===== config.mk =====
export PLATFORM = sky130hd
export DESIGN_NAME = reset_manager
export DESIGN_NICKNAME = d
export VERILOG_FILES = /design/src/rtl/reset_manager.sv
export SDC_FILE = /design/constraint.sdc
export NUM_CORES = 1
export LEC_CHECK = 0
export ABC_CLOCK_PERIOD_IN_PS = 2200
export BUFFER_PORTS_ARGS = -buffer_cell sky130_fd_sc_hd__buf_2
export CELL_PAD_IN_SITES_DETAIL_PLACEMENT = 1
export CELL_PAD_IN_SITES_GLOBAL_PLACEMENT = 2
export CORE_ASPECT_RATIO = 2
export CORE_UTILIZATION = 29
export DETAILED_ROUTE_END_ITERATION = 8
export GPL_TIMING_DRIVEN = 0
export HOLD_SLACK_MARGIN = 0.03
export PLACE_DENSITY_LB_ADDON = 0.1
export SYNTH_ARGS = -nofsm -noshare
export SYNTH_HDL_FRONTEND = slang
export SYNTH_SLANG_ARGS = --single-unit

===== constraint.sdc =====
create_clock -name clk -period 2.2 [get_ports clk]
set_clock_uncertainty 0.1 [all_clocks]
set_input_delay 0.11 -clock clk [delete_from_list [all_inputs] [get_ports clk]]
set_output_delay 0.11 -clock clk [all_outputs]
set_load 0.02 [all_outputs]

===== src/rtl/reset_manager.sv =====
// reset_manager: sequences the core and peripheral reset domains.
//
// Reset sources: power-on (rst_n), watchdog level (wdt_reset), external pin
// (ext_rst_n, 2-flop synchronised) and a software request written to SWRST.
// Any active request holds sys_rst_n low for HOLD cycles after the last
// request. periph_rst_n is then released STAGGER_CYCLES later.
//
// Build option: define RESET_MGR_STAGGER_EN to include the STAGGER state.
// Without it, periph_rst_n follows sys_rst_n and ASSERT goes straight to RUN.
//
// Ports:
//   clk, rst_n          clock, asynchronous active-low power-on reset
//   wdt_reset           watchdog request (active-high, synchronous)
//   ext_rst_n           external reset pin (asynchronous, active-low)
//   sys_rst_n           core-domain reset out (registered, active-low)
//   periph_rst_n        peripheral-domain reset out (registered, active-low)
//   rst_active          high while the sequencer is not in RUN
//   reg_wr/addr/wdata   register write port
//   reg_rdata           combinational read data
//
// Register map: 0x00 CAUSE (W1C, {SW,EXT,WDT,POR}), 0x04 HOLD[15:0],
//               0x08 SWRST (write 0x5A5A5A5A), 0x0C COUNT[7:0] (write clears).
module reset_manager #(
  parameter int unsigned ADDR_WIDTH     = 8,
  parameter int unsigned DATA_WIDTH     = 32,
  parameter int unsigned HOLD_DEFAULT   = 16,
  parameter int unsigned STAGGER_CYCLES = 16
) (
  input  logic                  clk,
  input  logic                  rst_n,
  input  logic                  wdt_reset,
  input  logic                  ext_rst_n,
  output logic                  sys_rst_n,
  output logic                  periph_rst_n,
  output logic                  rst_active,
  input  logic                  reg_wr,
  input  logic [ADDR_WIDTH-1:0] reg_addr,
  input  logic [DATA_WIDTH-1:0] reg_wdata,
  output logic [DATA_WIDTH-1:0] reg_rdata
);

  localparam logic [ADDR_WIDTH-1:0] AddrCause = ADDR_WIDTH'(8'h00);
  localparam logic [ADDR_WIDTH-1:0] AddrHold  = ADDR_WIDTH'(8'h04);
  localparam logic [ADDR_WIDTH-1:0] AddrSwrst = ADDR_WIDTH'(8'h08);
  localparam logic [ADDR_WIDTH-1:0] AddrCount = ADDR_WIDTH'(8'h0C);
  localparam logic [DATA_WIDTH-1:0] SwMagic   = DATA_WIDTH'(32'h5A5A_5A5A);
  localparam logic [15:0]           HoldRst   = 16'(HOLD_DEFAULT);

`ifdef RESET_MGR_STAGGER_EN
  typedef enum logic [1:0] {StRun = 2'd0, StAssert = 2'd1, StStagger = 2'd2} state_e;
`else
  typedef enum logic [0:0] {StRun = 1'b0, StAssert = 1'b1} state_e;
`endif

  state_e      r_state, w_state_nxt;
  logic [15:0] r_hold_cnt;
  logic [15:0] r_hold;
  logic [15:0] w_hold_load;
  logic [3:0]  r_cause, w_cause_nxt;
  logic [7:0]  r_count, w_count_nxt;
  logic [1:0]  r_ext_sync;
  logic [1:0]  r_sync_vld;
  logic        r_sys_rst_n;
  logic        w_sys_nxt;

  logic w_req_wdt, w_req_ext, w_req_sw, w_req;
  logic w_wr_cause, w_wr_hold, w_wr_swrst, w_wr_count;
  logic w_count_inc;

  // Register write decode
  assign w_wr_cause = reg_wr && (reg_addr == AddrCause);
  assign w_wr_hold  = reg_wr && (reg_addr == AddrHold);
  assign w_wr_swrst = reg_wr && (reg_addr == AddrSwrst);
  assign w_wr_count = reg_wr && (reg_addr == AddrCount);

  // Request sources
  assign w_req_wdt = wdt_reset;
  // The synchroniser resets to the asserted value; ignore it until two real
  // samples have shifted through so POR alone does not look like an EXT reset.
  assign w_req_ext = r_sync_vld[1] & ~r_ext_sync[1];
  assign w_req_sw  = w_wr_swrst && (reg_wdata == SwMagic);
  assign w_req     = w_req_wdt | w_req_ext | w_req_sw;

  assign w_hold_load = (r_hold == 16'd0) ? 16'd1 : r_hold;

  always_ff @(posedge clk or negedge rst_n) begin
    if (!rst_n) begin
      r_ext_sync <= 2'b00;
      r_sync_vld <= 2'b00;
    end else begin
      r_ext_sync <= {r_ext_sync[0], ext_rst_n};
      r_sync_vld <= {r_sync_vld[0], 1'b1};
    end
  end

  // FSM: state register
  always_ff @(posedge clk or negedge rst_n) begin
    if (!rst_n) begin
      r_state <= StAssert;
    end else begin
      r_state <= w_state_nxt;
    end
  end

`ifdef RESET_MGR_STAGGER_EN
  logic [7:0] r_stag_cnt;
`endif

  // FSM: next-state logic
  always_comb begin
    w_state_nxt = r_state;
    if (w_req) begin
      w_state_nxt = StAssert;
    end else begin
      case (r_state)
        StAssert: begin
          if (r_hold_cnt == 16'd1) begin
`ifdef RESET_MGR_STAGGER_EN
            w_state_nxt = StStagger;
`else
            w_state_nxt = StRun;
`endif
          end
        end
`ifdef RESET_MGR_STAGGER_EN
        StStagger: begin
          if (r_stag_cnt == 8'd1) w_state_nxt = StRun;
        end
`endif
        default: ;
      endcase
    end
  end

  // FSM: outputs
`ifdef RESET_MGR_STAGGER_EN
  logic r_periph_rst_n;
  logic w_periph_nxt;

  always_comb begin
    rst_active   = (r_state != StRun);
    w_sys_nxt    = (w_state_nxt != StAssert);
    w_periph_nxt = (w_state_nxt == StRun);
  end
`else
  always_comb begin
    rst_active = (r_state != StRun);
    w_sys_nxt  = (w_state_nxt != StAssert);
  end
`endif

  always_ff @(posedge clk or negedge rst_n) begin
    if (!rst_n) begin
      r_sys_rst_n <= 1'b0;
    end else begin
      r_sys_rst_n <= w_sys_nxt;
    end
  end

  assign sys_rst_n = r_sys_rst_n;

`ifdef RESET_MGR_STAGGER_EN
  always_ff @(posedge clk or negedge rst_n) begin
    if (!rst_n) begin
      r_periph_rst_n <= 1'b0;
    end else begin
      r_periph_rst_n <= w_periph_nxt;
    end
  end

  assign periph_rst_n = r_periph_rst_n;

  // Stagger counter loads on the ASSERT->STAGGER hand-off, then counts down.
  always_ff @(posedge clk or negedge rst_n) begin
    if (!rst_n) begin
      r_stag_cnt <= 8'(STAGGER_CYCLES);
    end else if (r_state == StAssert && w_state_nxt == StStagger) begin
      r_stag_cnt <= 8'(STAGGER_CYCLES);
    end else if (r_state == StStagger && r_stag_cnt > 8'd1) begin
      r_stag_cnt <= r_stag_cnt - 8'd1;
    end
  end
`else
  assign periph_rst_n = r_sys_rst_n;

  logic w_unused_stagger;
  assign w_unused_stagger = (STAGGER_CYCLES != 0);
`endif

  // Hold counter: any request reloads it, so release is H cycles after the
  // last request regardless of the state it arrived in.
  always_ff @(posedge clk or negedge rst_n) begin
    if (!rst_n) begin
      r_hold_cnt <= HoldRst;
    end else if (w_req) begin
      r_hold_cnt <= w_hold_load;
    end else if (r_state == StAssert && r_hold_cnt > 16'd1) begin
      r_hold_cnt <= r_hold_cnt - 16'd1;
    end
  end

  // Count entries into ASSERT only, not reloads while already there.
  assign w_count_inc = w_req && (r_state != StAssert);

  always_comb begin
    w_count_nxt = r_count;
    if (w_wr_count) w_count_nxt = 8'd0;
    if (w_count_inc && w_count_nxt != 8'hFF) w_count_nxt = w_count_nxt + 8'd1;
  end

  // Set wins over a same-cycle W1C of the same bit.
  always_comb begin
    w_cause_nxt = r_cause;
    if (w_wr_cause) w_cause_nxt = r_cause & ~reg_wdata[3:0];
    w_cause_nxt = w_cause_nxt | {w_req_sw, w_req_ext, w_req_wdt, 1'b0};
  end

  always_ff @(posedge clk or negedge rst_n) begin
    if (!rst_n) begin
      r_hold  <= HoldRst;
      r_cause <= 4'b0001;
      r_count <= 8'd0;
    end else begin
      if (w_wr_hold) r_hold <= reg_wdata[15:0];
      r_cause <= w_cause_nxt;
      r_count <= w_count_nxt;
    end
  end

  // Read mux; SWRST and unmapped addresses read as zero.
  always_comb begin
    reg_rdata = '0;
    case (reg_addr)
      AddrCause: reg_rdata = DATA_WIDTH'(r_cause);
      AddrHold:  reg_rdata = DATA_WIDTH'(r_hold);
      AddrCount: reg_rdata = DATA_WIDTH'(r_count);
      default:   reg_rdata = '0;
    endcase
  end

endmodule


==> flow_metrics.tcl, run 1 <==
set metrics [dict create \
    cpMaxStageDelayCell "or4_4" \
    endpoint_kind "flip-flop" \
    ant_nets 0 \
    cpMostUsedCell "or4_4" \
    ys_warn_count 0 \
    path_class "flip-flop to flip-flop" \
    cts_tree "done" \
    reg2reg_from "r_hold_cnt[6]$_DFFE_PN0P_" \
    fin_tns_setup_ns -0.263 \
    drt_wl_total_um 8860 \
    synth_area_leaders "dfrtp_1 (40%), mux2_2 (7.8%), nor2_1 (4.8%)" \
    drive_gt1_share_pct 36.3 \
    numCtsBuffers 5 \
    cts_num_sinks 50 \
    drtPass1Iterations 4 \
    grt_max_degree 51 \
    slew_headroom_pct 20.2 \
    dieArea_mm2 0.0104 \
    fin_area_mm2 0.00393 \
    leakage_nw 1.83 \
    clockBufferDepth 2 \
    final_common_cell "buf_2" \
    rows 51 \
    path_cells "or4_4 > or4_4 > nand3b_4 > nor4_4 > xnor2_1 > a21oi_1" \
    netlist_area_mm2 0.00288 \
    start_util_pct 29.7 \
    crit_buf_inv 0 \
    ys_seq_elements 50 \
    die_x_um 72.4 \
    first_iter_violations 50 \
    syn-instance-count 286 \
    ioPinCount 80 \
    tightest_slew_ns 1.20 \
    rsz0062_at_grt "true" \
    via_per_inst 4.76 \
    maxSlewViolCount 0 \
    finalHoldViolations 0 \
    cap_violations 0 \
    yosysTopAreaCellShare_pct 40.0 \
    grt.overflow.total 0 \
    setup_viol 5 \
    ir_worst_vdd_mv 0.381 \
    path_max_fanout 4 \
    worstHoldPathType "input pin to flip-flop" \
    powerDensity_mw_per_mm2 637 \
    syn_avg_cell_area_um2 10.1 \
    critPathMaxStageDelay_ns 0.54 \
    cp.arrival_ns 2.37 \
    endpoint "r_hold_cnt[14]$_DFFE_PN0P_" \
    htreeDepth 2 \
    fmax_mhz 437 \
    globalplace.congestion 0.763 \
    finalCritPeriodShare_pct 104 \
    placed_area_mm2 0.00341 \
    route.detailed.drc 0 \
    stdcell_count 531 \
    cts_root_buf "clkbuf_16" \
    worstSetupStartpoint "r_hold_cnt[6]$_DFFE_PN0P_" \
    violations "setup timing" \
    area_delta_synth_final_pct 36.6 \
    grt_pass1_wl_um 13900 \
    synth.distinct_cells 53 \
    core_mm2 0.00970 \
    cp-start-kind "flip-flop" \
    critPathRequiredTime_ns 2.28 \
    most-common-layout-cells "buf_2 (65), dfrtp_1 (46), nor2_1 (35), buf_4 (24), dlygate4sd3_1 (21)" \
    rrSetupSlack_ns -0.09 \
    crit_family "simple AND/OR/NAND/NOR gates" \
    synth-edff-count 0 \
    synthFlopType "dfrtp_1" \
    port_buffers 62 \
    antenna_found_initial 0 \
    dpl.hpwl_um 6860 \
    yosysTopAreaCell "dfrtp_1" \
    antenna_cells 0 \
    post-place-ws_ns -0.665 \
    path_depth 6 \
    track_usage_pct 18.3 \
    clock_latency_ns 0.30 \
    via_count 2528 \
    totalPowerFinal_mw 2.50 \
    min_period_ns 2.29 \
    worst_slack_ns -0.0880 \
    ys_seq_area_share_pct 43.7 \
    grt_pass1_vias 2726 \
    status "finished, violations left" \
    r2r_cells 6 \
    wl_per_cell_um 16.7 \
    path_clk_slew_ns 0.07 \
    nNetsFinal 445 \
    die_y_um 143 \
    placed_cells 495 \
    rr_endpoint "r_hold_cnt[14]$_DFFE_PN0P_" \
    async_reset_ff_share_pct 100 \
]
[per-layer routing]
metal	global-route usage [%]	up-vias	wire length, um
met2	36.8	64	5280
met1	17.8	1243	3110
met3	2.12	13	250
met4	7.84	0	216
met5	0	-	0
li1	-	1208	-
[cell families after synthesis]
family                   Yosys count  share of synthesized area [%]
AND/OR/NAND/NOR                  122                           25.2
other                              2                          0.261
XOR/XNOR                          12                           3.65
adder cells (fa/ha/maj)            2                          0.869
buffers and inverters             29                           6.09
multiplexers                      27                           10.3
AO/OA/AOI/OAI                     42                           9.96
flip-flops                        50                           43.7
[area by class of cell]
class | instances | area (um^2)
buffer | 27 | 173
clock buffer | 6 | 139
clock inverter | 2 | 38.8
fill | 1161 | 5770
inverter | 2 | 7.51
multi-input combinational | 222 | 1580
sequential | 50 | 1260
tap | 132 | 165
timing repair buffer | 90 | 573
[worst register-to-register path, cell delays in order, from the launching register on]
cell and delay (ns):
dfrtp_1 0.38, or4_4 0.54, or4_4 0.48, nand3b_4 0.21, nor4_4 0.23, xnor2_1 0.15, a21oi_1 0.08
[Yosys cell counts (3+ instances only)]
library cell	n
nand3_1	5
xnor2_1	9
mux2_2	20
o21ai_0	4
or3_1	4
or4_1	3
xor2_1	3
nor2_1	37
nor4_1	4
nor4bb_1	8
nor3_1	7
dfrtp_1	46
dfstp_2	4
a21oi_1	17
and2_1	10
a22oi_1	4
mux2i_1	6
nand2b_1	3
clkbuf_1	8
a21o_1	4
nand2_1	21
buf_4	17
[flip-flops by register name, summed over array words and instances, names as in the netlist]
name and count:
r_hold 16, r_hold_cnt 16, r_count 8, r_cause 4, r_ext_sync 2, r_sync_vld 2
periph_rst_n 1, rst_active 1
[repair_timing]
item                                    4_1_cts  5_1_grt
gates resized for setup                      12        8
hold buffers                                 21        0
endpoints found under the setup margin       33       16
pin swaps                                     4        7
buffers inserted                              5        2
hold endpoints to repair                     66        0
[where the power goes]
part           total [mW]  internal, mW  switching, mW
sequential           1.05         0.978         0.0697
clock               0.945         0.573          0.372
combinational       0.510         0.239          0.272
total                2.50          1.79          0.714
[metrics by stage]
step / utilization, % / hold WS (ns)
4_1_cts: 40.0 / 0.144
3_5_place_dp: 35.2 / 0.120
5_1_grt: 40.5 / 0.208
6_report: 40.5 / 0.183
3_3_place_gp: 35.2 / 0.121
2_1_floorplan: - / -0.286
[worst min path at each step]
stage	to	cells after the start	from
2_1_floorplan	periph_rst_n$_DFF_PN0_	0	rst_n
5_1_grt	r_cause[3]$_DFF_PN0_	5	reg_wdata[21]
6_report	r_cause[3]$_DFF_PN0_	5	reg_wdata[26]
3_5_place_dp	r_ext_sync[0]$_DFF_PN0_	1	ext_rst_n
3_3_place_gp	r_ext_sync[0]$_DFF_PN0_	1	ext_rst_n
4_1_cts	r_cause[3]$_DFF_PN0_	5	reg_wdata[26]
Power figures use the tool's default switching activity.
==> inputs of run 2 (changes only) <==
--- a/config.mk
+++ b/config.mk
@@ -6,7 +6,7 @@
 export NUM_CORES = 1
 export LEC_CHECK = 0
 export ABC_CLOCK_PERIOD_IN_PS = 2200
-export BUFFER_PORTS_ARGS = -buffer_cell sky130_fd_sc_hd__buf_2
+export BUFFER_PORTS_ARGS = -buffer_cell sky130_fd_sc_hd__buf_4
 export CELL_PAD_IN_SITES_DETAIL_PLACEMENT = 1
 export CELL_PAD_IN_SITES_GLOBAL_PLACEMENT = 2
 export CORE_ASPECT_RATIO = 2
==> run 2 against run 1 <==
Compared with the run above: the flow still finishes with violations (setup timing); register-to-register slack worse by 0.02 ns; die area did not move; largest power group unchanged; utilization is 0.58 points higher; routed wire length decreased by 0.63%; worst setup slack got worse by 0.016 ns; cell count shrank 0.94%.
==> flow_metrics.tcl, run 2 (synthesis results as in run 1) <==
set metrics [dict create \
    largest_registers "r_hold (16), r_hold_cnt (16), r_count (8)" \
    final_common_cell "buf_4" \
    numCtsBuffers 5 \
    powerDensity_mw_per_mm2 585 \
    min_period_ns 2.30 \
    path_clk_slew_ns 0.07 \
    rows 51 \
    post-place-ws_ns -0.683 \
    finalCritPeriodShare_pct 105 \
    worst_slack_ns -0.103 \
    p_clk_share_pct 33.3 \
    cap_violations 0 \
    critPathRequiredTime_ns 2.32 \
    pwr-share-seq_pct 44.9 \
    cts_root_buf "clkbuf_16" \
    r2r_cells 7 \
    start_util_pct 29.7 \
    placed_cells 495 \
    drt_wl_total_um 8810 \
    worstHoldPathType "input pin to flip-flop" \
    track_usage_pct 18.2 \
    globalplace.congestion 0.805 \
    violations "setup timing" \
    maxSlewViolCount 0 \
    via_per_inst 4.73 \
    antenna_cells 0 \
    path_class "flip-flop to flip-flop" \
    ioPinCount 80 \
    drive_gt1_share_pct 35.0 \
    grt_pass1_wl_um 13800 \
    antenna_found_initial 0 \
    die_x_um 72.4 \
    rr_endpoint "r_hold_cnt[15]$_DFFE_PN0P_" \
    clock_latency_ns 0.30 \
    rsz0062_at_grt "true" \
    first_iter_violations 76 \
    fmax_mhz 434 \
    tightest_slew_ns 0.676 \
    wl_per_cell_um 16.7 \
    endpoint_kind "flip-flop" \
    die_y_um 143 \
    worstSetupStartpoint "r_hold_cnt[6]$_DFFE_PN0P_" \
    ir_worst_vdd_mv 0.315 \
    grt.overflow.total 0 \
    setup_viol 5 \
    switchingPower_uw 687 \
    via_count 2490 \
    core_mm2 0.00970 \
    cts_tree "done" \
    dpl.hpwl_um 6860 \
    endpoint "r_hold_cnt[15]$_DFFE_PN0P_" \
    port_buffers 62 \
    path_max_fanout 4 \
    slew_headroom_pct 54.9 \
    ant_nets 0 \
    cts_num_sinks 50 \
    area_delta_synth_final_pct 38.5 \
    p_int_mw 1.65 \
    leakage_nw 1.81 \
    reg2reg_from "r_hold_cnt[6]$_DFFE_PN0P_" \
    htreeDepth 2 \
    route.detailed.drc 0 \
    stdcell_count 526 \
    p_sw_share_pct 29.4 \
    drtPass1Iterations 4 \
    most-common-layout-cells "buf_4 (82), dfrtp_1 (46), nor2_1 (35), mux2_2 (20), dlygate4sd3_1 (20)" \
    rrSetupSlack_ns -0.10 \
    grt_max_degree 51 \
    cp-start-kind "flip-flop" \
    finalHoldViolations 0 \
    n_fill_cell 1163 \
    cp.arrival_ns 2.43 \
    dieArea_mm2 0.0104 \
    clockBufferDepth 2 \
    status "finished, violations left" \
    grt_pass1_vias 2678 \
    nNetsFinal 440 \
    totalPowerFinal_mw 2.33 \
    pwr-share-comb_pct 21.8 \
]
## run 2: per-layer routing
layer | vias to the layer above | GRT usage, % | wire length, um
met2 | 64 | 36.8 | 5320
li1 | 1197 | - | -
met5 | - | 0 | 0
met3 | 10 | 1.98 | 232
met1 | 1219 | 17.7 | 3050
met4 | 0 | 7.53 | 209
## run 2: area by class of cell
class | instances | area [um^2] | share of cell area (%)
multi-input combinational | 222 | 1550 | 39.0
timing repair buffer | 85 | 688 | 17.3
buffer | 27 | 173 | 4.33
sequential | 50 | 1260 | 31.5
clock inverter | 2 | 13.8 | 0.345
tap | 132 | 165 | 4.14
inverter | 2 | 7.51 | 0.188
clock buffer | 6 | 129 | 3.23
## run 2: repair_timing
item	4_1_cts	5_1_grt
pin swaps	4	4
buffers inserted	3	0
resized for setup	7	9
setup endpoints to repair	23	28
hold buffers	20	0
hold endpoints to repair	66	0
## run 2: worst min path at each step
stage / startpoint / to / slack [ns] / depth (start not counted)
2_1_floorplan: rst_n / periph_rst_n$_DFF_PN0_ / -0.29 / 0
3_3_place_gp: rst_n / periph_rst_n$_DFF_PN0_ / 0.09 / 1
3_5_place_dp: rst_n / periph_rst_n$_DFF_PN0_ / 0.09 / 1
4_1_cts: reg_wdata[2] / r_cause[2]$_DFF_PN0_ / 0.03 / 3
5_1_grt: reg_wdata[2] / r_cause[2]$_DFF_PN0_ / 0.06 / 3
6_report: reg_wdata[2] / r_cause[2]$_DFF_PN0_ / 0.03 / 3
## run 2: critical path, stage by stage, from the launching register on
cell       delay, ns
dfrtp_1         0.39
or4_4           0.54
or4_4           0.47
a2111oi_4       0.19
buf_4           0.19
nand2_2         0.06
xor2_1          0.15
a21oi_1         0.14
## run 2: power by group through the flow
stage	clock network, mW	registers, mW	logic (mW)
2_1_floorplan	0	1.04	0.307
3_3_place_gp	0	1.06	0.459
3_5_place_dp	0	1.06	0.468
4_1_cts	0.809	1.05	0.511
5_1_grt	0.835	1.06	0.559
6_report	0.778	1.05	0.508
## run 2: through the flow
step / TNS (ns) / util (%) / instance area [um^2] / hold WS, ns
6_report: -0.257 / 41.1 / 3990 / 0.0330
5_1_grt: -0.971 / 41.1 / 3990 / 0.0563
4_1_cts: -0.382 / 40.8 / 3950 / 0.0313
3_5_place_dp: -14.07 / 36.8 / 3560 / 0.0939
3_3_place_gp: -12.90 / 36.8 / 3560 / 0.0876
2_1_floorplan: 0 / - / 2930 / -0.286
==> inputs of run 3 (changes only) <==
--- a/config.mk
+++ b/config.mk
@@ -5,12 +5,13 @@
 export SDC_FILE = /design/constraint.sdc
 export NUM_CORES = 1
 export LEC_CHECK = 0
-export ABC_CLOCK_PERIOD_IN_PS = 2200
+export ABC_CLOCK_PERIOD_IN_PS = 2420
 export BUFFER_PORTS_ARGS = -buffer_cell sky130_fd_sc_hd__buf_4
 export CELL_PAD_IN_SITES_DETAIL_PLACEMENT = 1
 export CELL_PAD_IN_SITES_GLOBAL_PLACEMENT = 2
 export CORE_ASPECT_RATIO = 2
-export CORE_UTILIZATION = 29
+export CORE_MARGIN = 5
+export CORE_UTILIZATION = 32
 export DETAILED_ROUTE_END_ITERATION = 8
 export GPL_TIMING_DRIVEN = 0
 export HOLD_SLACK_MARGIN = 0.03
==> constraint.sdc (replaced) <==
create_clock -name clk -period 2.42 [get_ports clk]
set_clock_uncertainty 0.1 [all_clocks]
set_input_delay 0.121 -clock clk [delete_from_list [all_inputs] [get_ports clk]]
set_output_delay 0.121 -clock clk [all_outputs]
set_load 0.02 [all_outputs]
==> run 3 against run 2 <==
Compared with the run above: combinational power shrank 12%; maximum frequency shrank 2.6%; highest routed layer unchanged; non-clock buffer count shrank 1; largest power group unchanged; sequential power shrank 9.6%; die area grew 7.3%; routed wire length grew 3.2%; sequential share of layout area grew 0.46 points; the flow now finishes without violations; critical path type unchanged; cell count shrank 5.9%; utilization grew 3.1 points.
==> flow_metrics.tcl, run 3 (synthesis results as in run 1) <==
set metrics [dict create \
    status "finished clean" \
    switchingPower_uw 627 \
    finalCritPeriodShare_pct 97.7 \
    tightest_slew_ns 0.680 \
    die_y_um 144 \
    pwr-share-comb_pct 19.8 \
    min_period_ns 2.37 \
    cts_num_sinks 50 \
    placed_area_mm2 0.00353 \
    numCtsBuffers 5 \
    hold_path_startpoint "reg_wdata[26]" \
    cts_root_buf "clkbuf_16" \
    p_sw_share_pct 27.9 \
    hold_slack_ns 0.140 \
    path_max_fanout 4 \
    finalHoldViolations 0 \
    rsz0062_at_grt "true" \
    rr_endpoint "r_hold_cnt[15]$_DFFE_PN0P_" \
    path_clk_slew_ns 0.07 \
    fin_tns_setup_ns 0 \
    path_class "flip-flop to flip-flop" \
    fin_area_mm2 0.00393 \
    antenna_cells 0 \
    htreeDepth 2 \
    ioPinCount 80 \
    fmax_mhz 423 \
    drtPass1Iterations 4 \
    wl_per_cell_um 18.4 \
    port_buffers 62 \
    largest_registers "r_hold (16), r_hold_cnt (16), r_count (8)" \
    clock_latency_ns 0.30 \
    dieArea_mm2 0.0111 \
    powerDensity_mw_per_mm2 573 \
    rows 49 \
    endpoint_kind "flip-flop" \
    setup_viol 0 \
    hold_path_end "r_cause[3]$_DFF_PN0_" \
    finalCoreUtilization_pct 44.2 \
    cp-start-kind "flip-flop" \
    grt.overflow.total 0 \
    cts_tree "done" \
    cp.arrival_ns 2.49 \
    dpl.hpwl_um 7180 \
    stdcell_count 495 \
    min_delay_path_depth 5 \
    area_delta_synth_final_pct 36.5 \
    grt_pass1_vias 2747 \
    globalplace.congestion 0.796 \
    leakage_nw 1.81 \
    rrSetupSlack_ns 0.05 \
    p_int_mw 1.62 \
    post-place-ws_ns -0.427 \
    r2r_cells 7 \
    start_util_pct 32.4 \
    reg2reg_from "r_hold_cnt[6]$_DFFE_PN0P_" \
    worst_slack_ns 0.0549 \
    p_clk_share_pct 38.1 \
    grt_pass1_wl_um 14400 \
    drive_gt1_share_pct 32.6 \
    maxSlewViolCount 0 \
    via_count 2456 \
    final_common_cell "buf_4" \
    nNetsFinal 439 \
    route.detailed.drc 0 \
    worstHoldPathType "input pin to flip-flop" \
    pwr-share-seq_pct 42.2 \
    drt_wl_total_um 9090 \
    slew_headroom_pct 54.3 \
    clockBufferDepth 2 \
    totalPowerFinal_mw 2.25 \
    core_mm2 0.00889 \
    first_iter_violations 92 \
    ant_nets 0 \
    cap_violations 0 \
    via_per_inst 4.96 \
    antenna_found_initial 0 \
    critPathRequiredTime_ns 2.55 \
    placed_cells 465 \
    track_usage_pct 16.8 \
    most-common-layout-cells "buf_4 (81), dfrtp_1 (46), nor2_1 (37), nand2_1 (21)" \
    grt_max_degree 51 \
    die_x_um 77.1 \
    ir_worst_vdd_mv 0.258 \
]
-- run 3: how the worst max path moves through the flow --
stage / cells after the start / slack, ns / to / from
after CTS: 7 / 0.05 / r_hold_cnt[15]$_DFFE_PN0P_ / r_hold_cnt[6]$_DFFE_PN0P_
after global placement: 8 / -0.41 / r_hold_cnt[13]$_DFFE_PN0P_ / reg_addr[2]
final: 7 / 0.05 / r_hold_cnt[15]$_DFFE_PN0P_ / r_hold_cnt[6]$_DFFE_PN0P_
after detailed placement: 8 / -0.43 / r_hold_cnt[12]$_DFFE_PN0P_ / reg_addr[2]
after floorplan: 6 / 0.23 / r_hold_cnt[15]$_DFFE_PN0P_ / r_hold_cnt[6]$_DFFE_PN0P_
after global routing: 7 / -0.05 / r_hold_cnt[15]$_DFFE_PN0P_ / r_hold_cnt[6]$_DFFE_PN0P_
-- run 3: cell type report --
cell class	count	area, um^2
Buffer	27	170
Clock buffer	6	139
Clock inverter	2	38.8
Fill cell	1056	4960
Inverter	2	7.51
Multi-Input combinational cell	222	1510
Sequential cell	50	1260
Tap cell	102	128
Timing Repair Buffer	84	681
-- run 3: power by group through the flow --
stage,registers [mW],logic [mW],clock network (mW)
CTS,0.950,0.450,0.882
floorplan,0.943,0.279,0
global placement,0.964,0.416,0
global route,0.956,0.502,0.914
finish,0.949,0.445,0.857
detailed placement,0.967,0.422,0
-- run 3: routing by layer --
metal	wire (um)	part of all wire (%)	GRT usage [%]	vias up
met5	0	0	0	-
met4	354	3.9	8.33	0
met3	282	3.1	2.87	18
met2	5230	58	32.6	64
met1	3220	35	16.7	1177
li1	-	-	-	1197
-- run 3: repair_timing --
| action | 4_1_cts | 5_1_grt |
|---|---|---|
| setup buffers | 2 | 0 |
| gates cloned | 0 | 0 |
| hold buffers | 20 | 0 |
| resized for setup | 2 | 1 |
| endpoints found under the hold margin | 67 | 0 |
| endpoints found under the setup margin | 10 | 4 |
-- run 3: worst max-delay path: stages (launching register included) --
cell	delay, ns
dfrtp_1	0.41
or4_4	0.56
or4_4	0.47
a2111oi_4	0.19
buf_4	0.18
nand2_1	0.06
xor2_1	0.17
a21oi_1	0.14
